File: config.mk
export PLATFORM = sky130hd
export DESIGN_NAME = axi_ad9364_tx_sched
export DESIGN_NICKNAME = d
export VERILOG_FILES = /design/src/rtl/axi_ad9364_tx_sched.sv
export SDC_FILE = /design/constraint.sdc
export NUM_CORES = 1
export LEC_CHECK = 0
export ABC_AREA = 1
export BUFFER_PORTS_ARGS = -buffer_cell sky130_fd_sc_hd__buf_2
export CORE_MARGIN = 10
export CORE_UTILIZATION = 47
export CTS_CLUSTER_DIAMETER = 200
export DETAILED_ROUTE_END_ITERATION = 7
export GPL_TIMING_DRIVEN = 0
export PLACE_DENSITY = 0.64
export SYNTH_ARGS = -nofsm -noshare
export SYNTH_HDL_FRONTEND = slang
export SYNTH_SLANG_ARGS = --single-unit
File: constraint.sdc
create_clock -name clk -period 4.55 [get_ports clk]
set_input_delay 0.91 -clock clk [delete_from_list [all_inputs] [get_ports clk]]
set_output_delay 0.91 -clock clk [all_outputs]
set_load 0.01 [all_outputs]
File: src/rtl/axi_ad9364_tx_sched.sv
// axi_ad9364_tx_sched: two-source round-robin Tx sample scheduler feeding a small FIFO, with DAC strobe pacing.
// Build macro AD9364_TX_SCHED_HOLD_EN: underflow strobes repeat the last popped sample instead of driving zeros.
//
// state | meaning
// IDLE  | FIFO flushed, no source accepted, no strobes
// FILL  | accepting samples until fifo_level reaches PREFILL
// RUN   | accepting samples, dac_valid strobe every 2 (1R1T) or 4 (2R2T) clk
module axi_ad9364_tx_sched #(
    parameter int FIFO_AW = 2,
    parameter int PREFILL = 2,
    parameter int UCNT_W  = 16
) (
    input  logic                 clk,
    input  logic                 rst,
    input  logic                 enable,
    input  logic                 r1_mode,
    input  logic                 src0_valid,
    input  logic [47:0]          src0_data,
    output logic                 src0_ready,
    input  logic                 src1_valid,
    input  logic [47:0]          src1_data,
    output logic                 src1_ready,
    output logic                 dac_valid,
    output logic [11:0]          dac_data_i1,
    output logic [11:0]          dac_data_q1,
    output logic [11:0]          dac_data_i2,
    output logic [11:0]          dac_data_q2,
    output logic                 dac_r1_mode,
    output logic [FIFO_AW:0]     fifo_level,
    output logic [UCNT_W-1:0]    underflow_cnt,
    output logic [1:0]           state
);

    localparam int DEPTH = 1 << FIFO_AW;

    localparam logic [1:0] ST_IDLE = 2'b00;
    localparam logic [1:0] ST_FILL = 2'b01;
    localparam logic [1:0] ST_RUN  = 2'b10;

    localparam logic [FIFO_AW:0]   LVL_FULL    = (FIFO_AW + 1)'(DEPTH);
    localparam logic [FIFO_AW:0]   LVL_PREFILL = (FIFO_AW + 1)'(PREFILL);
    localparam logic [FIFO_AW:0]   LVL_ONE     = (FIFO_AW + 1)'(1);
    localparam logic [FIFO_AW-1:0] PTR_ONE     = (FIFO_AW)'(1);
    localparam logic [UCNT_W-1:0]  UCNT_ONE    = (UCNT_W)'(1);

    logic [47:0]        fifo_mem [DEPTH];
    logic [FIFO_AW-1:0] wr_ptr;
    logic [FIFO_AW-1:0] rd_ptr;
    logic               rr_ptr;
    logic [1:0]         pace_cnt;
    logic [1:0]         pace_max;

    logic               active;
    logic               full;
    logic               grant0;
    logic               grant1;
    logic               push;
    logic               strobe;
    logic               pop;
    logic [47:0]        push_data;
    logic [47:0]        uf_smp;
    logic [47:0]        out_smp;

`ifdef AD9364_TX_SCHED_HOLD_EN
    logic [47:0]        last_smp;
`endif

    // Arbitration looks only at registered state: a pop in the same clk never frees a slot for a push.
    always_comb begin
        active     = (state == ST_FILL) || (state == ST_RUN);
        full       = (fifo_level == LVL_FULL);
        grant0     = src0_valid & (~src1_valid | ~rr_ptr);
        grant1     = src1_valid & (~src0_valid | rr_ptr);
        src0_ready = active & ~full & grant0;
        src1_ready = active & ~full & grant1;
        push       = src0_ready | src1_ready;
        push_data  = src1_ready ? src1_data : src0_data;
    end

    always_comb begin
        pace_max = dac_r1_mode ? 2'd1 : 2'd3;
        strobe   = (state == ST_RUN) && (pace_cnt == 2'd0);
        pop      = strobe && (fifo_level != '0);
`ifdef AD9364_TX_SCHED_HOLD_EN
        uf_smp   = last_smp;
`else
        uf_smp   = '0;
`endif
        out_smp  = pop ? fifo_mem[rd_ptr] : uf_smp;
    end

    always_ff @(posedge clk) begin
        if (push) begin
            fifo_mem[wr_ptr] <= push_data;
        end
    end

    always_ff @(posedge clk) begin
        if (rst) begin
            state         <= ST_IDLE;
            wr_ptr        <= '0;
            rd_ptr        <= '0;
            fifo_level    <= '0;
            rr_ptr        <= 1'b0;
            pace_cnt      <= 2'd0;
            dac_valid     <= 1'b0;
            dac_data_i1   <= '0;
            dac_data_q1   <= '0;
            dac_data_i2   <= '0;
            dac_data_q2   <= '0;
            dac_r1_mode   <= 1'b1;
            underflow_cnt <= '0;
        end else if (!enable) begin
            // Flush: output data and the underflow count are deliberately left untouched.
            state      <= ST_IDLE;
            wr_ptr     <= '0;
            rd_ptr     <= '0;
            fifo_level <= '0;
            pace_cnt   <= 2'd0;
            dac_valid  <= 1'b0;
        end else begin
            dac_valid <= strobe;
            if (strobe) begin
                {dac_data_q2, dac_data_i2, dac_data_q1, dac_data_i1} <= out_smp;
                if (!pop && (underflow_cnt != '1)) begin
                    underflow_cnt <= underflow_cnt + UCNT_ONE;
                end
            end
            if (pop) begin
                rd_ptr <= rd_ptr + PTR_ONE;
            end
            if (push) begin
                wr_ptr <= wr_ptr + PTR_ONE;
                rr_ptr <= ~rr_ptr;
            end
            case ({push, pop})
                2'b10:   fifo_level <= fifo_level + LVL_ONE;
                2'b01:   fifo_level <= fifo_level - LVL_ONE;
                default: fifo_level <= fifo_level;
            endcase
            case (state)
                ST_IDLE: begin
                    state       <= ST_FILL;
                    dac_r1_mode <= r1_mode;
                end
                ST_FILL: begin
                    pace_cnt <= 2'd0;
                    if (fifo_level >= LVL_PREFILL) begin
                        state <= ST_RUN;
                    end
                end
                ST_RUN: begin
                    pace_cnt <= (pace_cnt == pace_max) ? 2'd0 : pace_cnt + 2'd1;
                end
                default: begin
                    state <= ST_IDLE;
                end
            endcase
        end
    end

`ifdef AD9364_TX_SCHED_HOLD_EN
    // Held sample is forgotten on flush so the first underflow after IDLE drives zeros.
    always_ff @(posedge clk) begin
        if (rst || !enable) begin
            last_smp <= '0;
        end else if (pop) begin
            last_smp <= fifo_mem[rd_ptr];
        end
    end
`endif

endmodule

### After elaboration in Yosys (flattened, before gate mapping)

Memories as Yosys holds them, arrays and structs flattened. A register that Yosys moved wholly into a read port is not among the register bits.
Index checks and enable logic that the tools add are counted.

* bits in registers: 78
* RAM bits: 192
* bits of input ports: 102
* output and inout bits: 73
* memories kept: 1

Memory list
* fifo_mem: words 4, width 48, rd ports 1, clocked after Yosys merged registers in 1, write ports 1, RTL line 46 `logic [47:0] fifo_mem [DEPTH];`

* add/sub/neg operators: 6
* $lt $le $gt $ge: 1
* eq/ne operators: 8
* multiplexer cells: 12
* bitwise gates (word level): 14
* reduce and logical (&&, ||, !) cells: 16

Operator list (count)
* 48-bit two-way mux: 2
* 16-bit by 1-bit adder with 16-bit output (second input constant): 1
* 16-bit inequality test (second input constant): 1
* 2-bit two-way mux: 5
* 2-bit AND reduction: 4
* 2-bit by 1-bit adder with 2-bit output (second input constant): 3
* 1-bit inverter: 6
* 2-bit one-hot mux with 3 select lines: 1
* 3-bit one-hot mux with 2 select lines: 1
* 1-bit bitwise AND: 5
* 2-bit by 1-bit equality test with 1-bit output (second input constant): 2
* 2-bit equality test (second input constant): 2
* 2-bit logical NOT: 2
* 2-bit one-hot mux with 2 select lines: 1
* 2-bit nonzero test: 2
* 3-bit by 1-bit adder with 3-bit output (second input constant): 1
* 3-bit equality test (second input constant): 1
* 3-bit by 2-bit greater-or-equal comparator with 1-bit output (second input constant): 1
* 1-bit logical AND: 3
* 1-bit bitwise OR: 3
* 3-bit AND reduction: 1
* 3-bit nonzero test: 1
* 3-bit by 1-bit subtractor with 3-bit output (second input constant): 1
* 2-bit equality test: 1
* 5 further kinds: 6

### Logic depth before layout (Yosys ltp)

Gate-level depths: netlist of the first run.

* word-level depth: 7
* mapped depth: 12
* mapped depth without buffers: 12

### Least setup slack after synthesis of the first run

Ideal clock, no wire load.

* path kind: input to register
* from: input src0_valid
* to: memory fifo_mem[0][0] (enable)
* setup time: 454 ps
* arrival time: 3529 ps
* data required time: 4096 ps
* slack: 567 ps
* stages on the path: 5
* buffers on the path: 0
* path through: inv_1 -> o21ai_1 -> a21oi_1 -> inv_1 -> nor2_1

* longest elaborated chain between the ends: 7
* elaborated cells on any way between the ends: 9

RTL lines
* start, declared: RTL line 17 `input logic src0_valid,`
* 1-bit inverter: RTL line 73 `grant1 = src1_valid & (~src0_valid | rr_ptr);`
* 1-bit bitwise OR: RTL line 73
* 1-bit bitwise AND: RTL line 73
* 1-bit bitwise AND: RTL line 75 `src1_ready = active & ~full & grant1;`
* 1-bit bitwise OR (*): RTL line 76 `push = src0_ready | src1_ready;`
* 1-bit two-way mux (*): RTL line 93 `if (push) begin`
* 1-bit two-way mux (implied by the code) (*): RTL line 94 `fifo_mem[wr_ptr] <= push_data;`
* end, declared: RTL line 46

Every way passes the cells marked *; elsewhere a longest branch is shown, timed or not.

### Worst setup path in the final report of the first run

* from: register state[0]
* to: output src1_ready

* longest elaborated chain between the ends: 4
* elaborated cells on any way between the ends: 5

RTL lines
* start, declared: RTL line 31 `output logic [1:0] state`
* start signal, assigned: RTL line 100 `state <= ST_IDLE;`
* start signal, assigned: RTL line 115 `state <= ST_IDLE;`
* start signal, assigned: RTL line 143 `state <= ST_FILL;`
* 2-bit by 1-bit equality test with 1-bit output / 2-bit equality test (equally long branches): RTL line 70 `active = (state == ST_FILL) || (state == ST_RUN);`
* 1-bit logical OR (*): RTL line 70
* net active: RTL line 53 `logic active;`
* 1-bit bitwise AND (*) (2 in series): RTL line 75
* end, declared: RTL line 22 `output logic src1_ready,`

Mark *: on every way through the listed nets, which the timed path passes. The rest lies on a longest branch.

==> results.ini, run 1 <==
[die]
start_util_pct = 47.65
die_x_um = 174.3
core_um2 = 23470
rows = 56
ioPinCount = 175
dieArea_um2 = 30370
die_y_um = 174.3

[cells_and_area]
syn2layout_area_growth_pct = 21.40
design_area_um2 = 13580
antennaDiodeCount = 0
drive_above_1_share_pct = 19.45
nNetsFinal = 1466
final_common_cell = nand2_1
final_cell_mix = nand2_1, buf_2, edfxtp_1

[setup_path]
ff2ff_setup_slack_ns = 1.53
ff2ff_path_depth = 7
cp-end-kind = output pin
start_kind = register
critPathSlowestCell = clkbuf_1
arrival_ns = 2.59
r2r-end = fifo_mem[3][22]$_DFFE_PP_
path_cells = inv_1 > ha_1 > nand2_1 > nor2_2 > clkbuf_1 > buf_2
required_ns = 3.64
crit_buf_inv = 3
critPathTopFamily = buffers and inverters
critPathKind = register to output pin
path_max_fanout = 10
slowest_delay_ns = 0.60
r2r-start = state[0]$_SDFFE_PP0P_

[synthesis]
syn_inst = 1143
syn_area_um2 = 11190
syn-num-nets = 1257
yosys.area_share.xor_xnor_pct = 0.1566
yosysSeqAreaShare_pct = 65.86
yosys.area_share.adder_pct = 1.409
synth_compound_area_share_pct = 10.26
synth_cell_types = 27
synthSimpleGateAreaFrac_pct = 18.11
ys_seq_elements = 272
ys_warn_count = 0
synthMuxAreaShare_pct = 0
syn_area_per_cell_um2 = 9.786
synth_top_family_by_area = simple AND/OR/NAND/NOR gates

[timing]
fin_worst_skew_ns = 0.01745
report.final.slew_viol_count = 0
setup_slack_ns = 1.053
setup-tns-final_ns = 0
hold_violations = 0
period_share_pct = 76.85
relSlewSlack_pct = 37.87
fmax_mhz = 286.0
setup_viol = 0
rsz0062_at_grt = false
worstMarginPinSlew_ns = 0.9297
holdWs_ns = 0.4584
min_period_ns = 3.497

[detailed_routing]
dr.pass1.iters = 5
post-route-drc-count = 0
route.final.wire_length_mm = 29.82
vias = 8631
wire_per_inst_um = 17.63
drt-initial-drc-count = 820
antenna_left = 0
routed_via_density = 5.101

[placed_design]
pre_cts_ws_ns = 1.268
place_congestion = 0.8686
port_buffers = 173
post_dp_cell_area_um2 = 12600
dp_hpwl_mm = 20.30

[cts]
ctsResizeCount = 0
cts_inserted_buffers = 29
clock_latency_ns = 0.53
cts_setup_buffers = 0
clk_pin_slew_worst_paths_ns = 0.06
cts.sinks = 272
cts_tree = yes
clk_path_buf_depth = 3
htreeDepth = 1
ctsHoldBuffers = 0
cts-root-buf = clkbuf_16

[pwr]
leakage_nw = 5.333
peakVddDrop_uv = 273.9
power_density_nw_per_um2 = 396.4

[global_routing]
grt_pass1_wl_mm = 45.75
antenna_found_initial = 0
overflow = 0
grt_pass1_vias = 8508
grt_max_degree = 29
grt_usage_pct = 18.84

[job]
cap_violations = 0

[hold_path]
hold_end = rd_ptr[1]$_SDFFE_PP0P_
hold_class = register to register
holdPathStages = 2
worstHoldStart = rd_ptr[1]$_SDFFE_PP0P_

[run_status]
status = finished clean

==> synth_stat cells (all sizes together) <==
cell	count	area, um2
nor2	197	744.5
or2	2	12.51
dfxtp	80	1602
edfxtp	192	5766
nor3	2	10.01
xnor2	1	8.760
o21ai	154	770.7
fa	1	20.02
inv	46	172.7
nand4	1	6.260
clkbuf	28	105.1
a21oi	71	362.8
nand3	28	145.1
xor2	1	8.760
ha	11	137.6
a31oi	1	6.260
nand2	295	1107
buf	31	192.7
a211oi	1	7.510
==> worst max-delay path by stage <==
| stage | from | to | cells past startpoint |
|---|---|---|---|
| final | state[0]$_SDFFE_PP0P_ | src1_ready | 6 |
| after global routing | state[0]$_SDFFE_PP0P_ | src1_ready | 6 |
| after CTS | state[1]$_SDFFE_PP0P_ | src1_ready | 6 |
| after detailed placement | src0_valid | fifo_mem[3][22]$_DFFE_PP_ | 7 |
| after global placement | src0_valid | fifo_mem[3][22]$_DFFE_PP_ | 6 |
| after floorplan | src0_valid | fifo_mem[0][0]$_DFFE_PP_ | 5 |
==> registers in the layout, indices dropped and copies added, names as in the netlist, named ones only <==
signal         flops
fifo_mem         192
fifo_level         3
rd_ptr             2
pace_cnt           2
rr_ptr             1
dac_data_q2       12
dac_r1_mode        1
dac_data_i1       12
state              2
dac_data_q1       12
wr_ptr             2
dac_valid          1
dac_data_i2       12
underflow_cnt     16
==> logic make-up after synthesis <==
kind of cell             after synthesis
XOR/XNOR                               2
flip-flops                           272
AO/OA/AOI/OAI                        227
buffers and inverters                105
AND/OR/NAND/NOR                      525
adder cells (fa/ha/maj)               12
==> layer usage <==
metal | track usage, % | part of all wire (%)
met5 | 0 | 0
met4 | 5.273 | 1.7
met3 | 3.619 | 7.2
met2 | 31.31 | 47
met1 | 24.60 | 44
==> final cells by class <==
class | count | area, um2
Clock inverter | 19 | 232.7
Clock buffer | 33 | 750.7
Inverter | 46 | 172.7
Sequential cell | 272 | 7367
Buffer | 59 | 297.8
Fill cell | 2058 | 9893
Tap cell | 319 | 399.1
Timing Repair Buffer | 178 | 980.9
Multi-Input combinational cell | 766 | 3378
==> tightest hold or removal path: stages (launching register included) <==
cell and delay, ns:
dfxtp_1 0.30, inv_1 0.05, a21oi_1 0.06
==> through the flow <==
| stage | total power (W) | cells | utilization (%) |
|---|---|---|---|
| 2_1_floorplan | 0.002902 | 1143 | - |
| 3_3_place_gp | 0.003009 | 1635 | 53.04 |
| 3_5_place_dp | 0.003021 | 1640 | 53.66 |
| 4_1_cts | 0.005409 | 1692 | 57.85 |
| 5_1_grt | 0.005553 | 1692 | 57.85 |
| 6_report | 0.005383 | 1692 | 57.85 |
==> where the power goes <==
group          total (W)  internal, W  switching [W]
registers        0.00271      0.00270      0.0000106
clock network    0.00241      0.00147       0.000947
logic           0.000254    0.0000840       0.000170
Note: power is estimated with default switching activity, not from simulation.
==> inputs of run 2 (changes only) <==
Settings changed: ABC_AREA 1 to 0.
Clock period 4.55 ns to 3.44 ns, I/O delays scaled along.
==> run 2 against run 1 <==
Critical path depth rose by 2; clock skew increased by 0.00082 ns; flip-flop and latch count stayed put; worst hold slack got worse by 0.065 ns; non-clock buffer count shrank 26; count of clock-buffer cells in the layout unchanged; synthesized cell count shrank 42%; die area is 3.0% lower; first-iteration DRC count is 32% lower; combinational power is 23% higher; worst setup slack lost 0.63 ns; critical path type unchanged.
==> results.ini, run 2 <==
[synthesis]
synth_cell_types = 50  ; +85%
ys_seq_elements = 272  ; unchanged
netlist_top_cells_area = edfxtp_1, dfxtp_1, mux4_2
syn_area_um2 = 10810  ; -3.4%
syn-num-nets = 774  ; -38%
synth_common_cells = edfxtp_1, dfxtp_1, nor2_1, a22oi_1, mux4_2
syn_inst = 660  ; -42%
syn_area_per_cell_um2 = 16.38  ; +67%
netlist.area_leader.share_pct = 53.33  ; +1.8 points
synth_ff_type = edfxtp_1
synth_edf_count = 192  ; unchanged
synth_area_leader_cell = edfxtp_1
ys_warn_count = 0  ; unchanged
yosysSeqAreaShare_pct = 68.15  ; +2.3 points
synth.most_common_cell = edfxtp_1
async_flop_share_pct = 0  ; unchanged

[cts]
clk_path_buf_depth = 3  ; unchanged
cts_setup_buffers = 0  ; unchanged
cts_tree = yes
cts.sinks = 272  ; unchanged
cts-root-buf = clkbuf_16
ctsHoldBuffers = 0  ; unchanged
htreeDepth = 1  ; unchanged
clk_pin_slew_worst_paths_ns = 0.06  ; about the same
clock_latency_ns = 0.55  ; +0.02 ns
ctsResizeCount = 0  ; unchanged
cts_inserted_buffers = 28  ; -3.4%

[timing]
worstMarginPinSlew_ns = 0.8076  ; -0.1221 ns
rsz0062_at_grt = false
setup_viol = 0  ; unchanged
fin_worst_skew_ns = 0.01827  ; +0.0008179 ns
min_period_ns = 3.019
setup-tns-final_ns = 0  ; unchanged
hold_violations = 0  ; unchanged
period_share_pct = 87.75
relSlewSlack_pct = 46.16  ; +8.3 points
fmax_mhz = 331.3
report.final.slew_viol_count = 0  ; unchanged

[pwr]
fin_total_pwr_w = 0.007040  ; +31%
power_density_nw_per_um2 = 540.7  ; +36%
leakage_nw = 4.733  ; -11%
peakVddDrop_uv = 359.6  ; +31%

[placed_design]
dp_hpwl_mm = 16.33  ; -20%
place_congestion = 0.8007  ; -7.8%
port_buffers = 173  ; unchanged

[die]
die_x_um = 171.7  ; -1.5%
rows = 55  ; -1.8%
dieArea_um2 = 29470  ; -3.0%
start_util_pct = 47.75  ; +0.093 points
core_um2 = 22640  ; -3.5%
ioPinCount = 175  ; unchanged
die_y_um = 171.7  ; -1.5%

[cells_and_area]
regMostFlops = fifo_mem
reg_top3 = fifo_mem: 192 flops, underflow_cnt: 16 flops
largest_reg_flops = 192  ; unchanged
fillers = 1775  ; -14%
syn2layout_area_growth_pct = 20.44
final_common_cell = edfxtp_1
nNetsFinal = 977  ; -33%
drive_above_1_share_pct = 39.32  ; +20 points
antennaDiodeCount = 0  ; unchanged
final_cell_mix = edfxtp_1, buf_2, dfxtp_1

[detailed_routing]
vias = 6504  ; -25%
routed_via_density = 5.559  ; +9.0%
wire_per_inst_um = 21.08  ; +20%
antenna_left = 0  ; unchanged
route.final.wire_length_mm = 24.67  ; -17%
post-route-drc-count = 0  ; unchanged
dr.pass1.iters = 7  ; +2
drt-initial-drc-count = 555  ; -32%

[setup_path]
path_max_fanout = 10  ; unchanged
required_ns = 2.75  ; -0.89 ns
arrival_ns = 2.33  ; -0.26 ns
critPathKind = register to output pin
start_kind = register
cp-end-kind = output pin

[global_routing]
grt_max_degree = 49  ; +69%
grt_usage_pct = 16.31  ; -2.5 points
overflow = 0  ; unchanged
grt_pass1_wl_mm = 37.54  ; -18%
grt_pass1_vias = 6859  ; -19%
antenna_found_initial = 0  ; unchanged

[run_status]
status = finished clean

[hold_path]
hold_class = input pin to register

[job]
cap_violations = 0  ; unchanged

[run 2: cell type report]
type                       instances  area, um2  share of cell area [%]
timing repair buffer             173      865.8                   6.650
clock buffer                      33      729.5                   5.603
inverter                          13      48.80                  0.3748
sequential                       272       7367                   56.58
clock inverter                    19      247.7                   1.903
tap                              285      356.6                   2.739
multi-input combinational        337       3213                   24.68
buffer                            38      191.4                   1.470
[run 2: kinds of logic after synthesis]
logic type	Yosys count	synth area share [%]
AO/OA/AOI/OAI	82	5.370
multiplexers	103	16.02
XOR/XNOR	6	0.4862
flip-flops	272	68.15
buffers and inverters	51	2.222
adder cells (fa/ha/maj)	12	1.458
AND/OR/NAND/NOR	134	6.296
[run 2: power breakdown]
part           leakage [nW]  internal (W)  switching, W
sequential             2.38       0.00357     0.0000150
combinational          1.88      0.000144      0.000168
clock                 0.472       0.00190       0.00124
total                  4.73       0.00562       0.00142
[run 2: routing by layer]
layer,wire [um],vias up,track usage (%)
li1,-,2989,-
met1,10040,3242,20.19
met2,12390,233,28.15
met3,1747,40,3.736
met4,497,0,4.234
met5,0,-,0
[run 2: worst paths after layout]
kind	from	endpoint	slack (ns)	cells after the start
worst min-delay path	r1_mode	dac_r1_mode$_SDFFE_PP1P_	0.39	3
worst min register to register	dac_r1_mode$_SDFFE_PP1P_	dac_r1_mode$_SDFFE_PP1P_	0.50	2
worst max register to register	state[0]$_SDFFE_PP0P_	fifo_level[2]$_SDFFE_PP0P_	0.92	10
worst max-delay path	state[0]$_SDFFE_PP0P_	src1_ready	0.42	8
[run 2: worst max-delay path, stage by stage, from the launching register on]
cell and delay [ns]:
dfxtp_1 0.38, inv_1 0.10, ha_1 0.42, o21a_1 0.19, nand3_2 0.15, buf_6 0.20, buf_6 0.17, inv_1 0.06
buf_2 0.12
[run 2: per-stage QoR]
stage          hold WS (ns)  utilization, %  worst slack, ns  cell area [um2]  std cells
3_3_place_gp         0.4636           53.15          -0.3923            12030       1118
2_1_floorplan        0.4629               -           0.7305            10810        660
6_report             0.3936           57.51           0.4214            13020       1170
3_5_place_dp         0.4961           53.19           0.6893            12040       1118
4_1_cts              0.3797           57.51           0.3931            13020       1170
5_1_grt              0.4286           57.51           0.2821            13020       1170
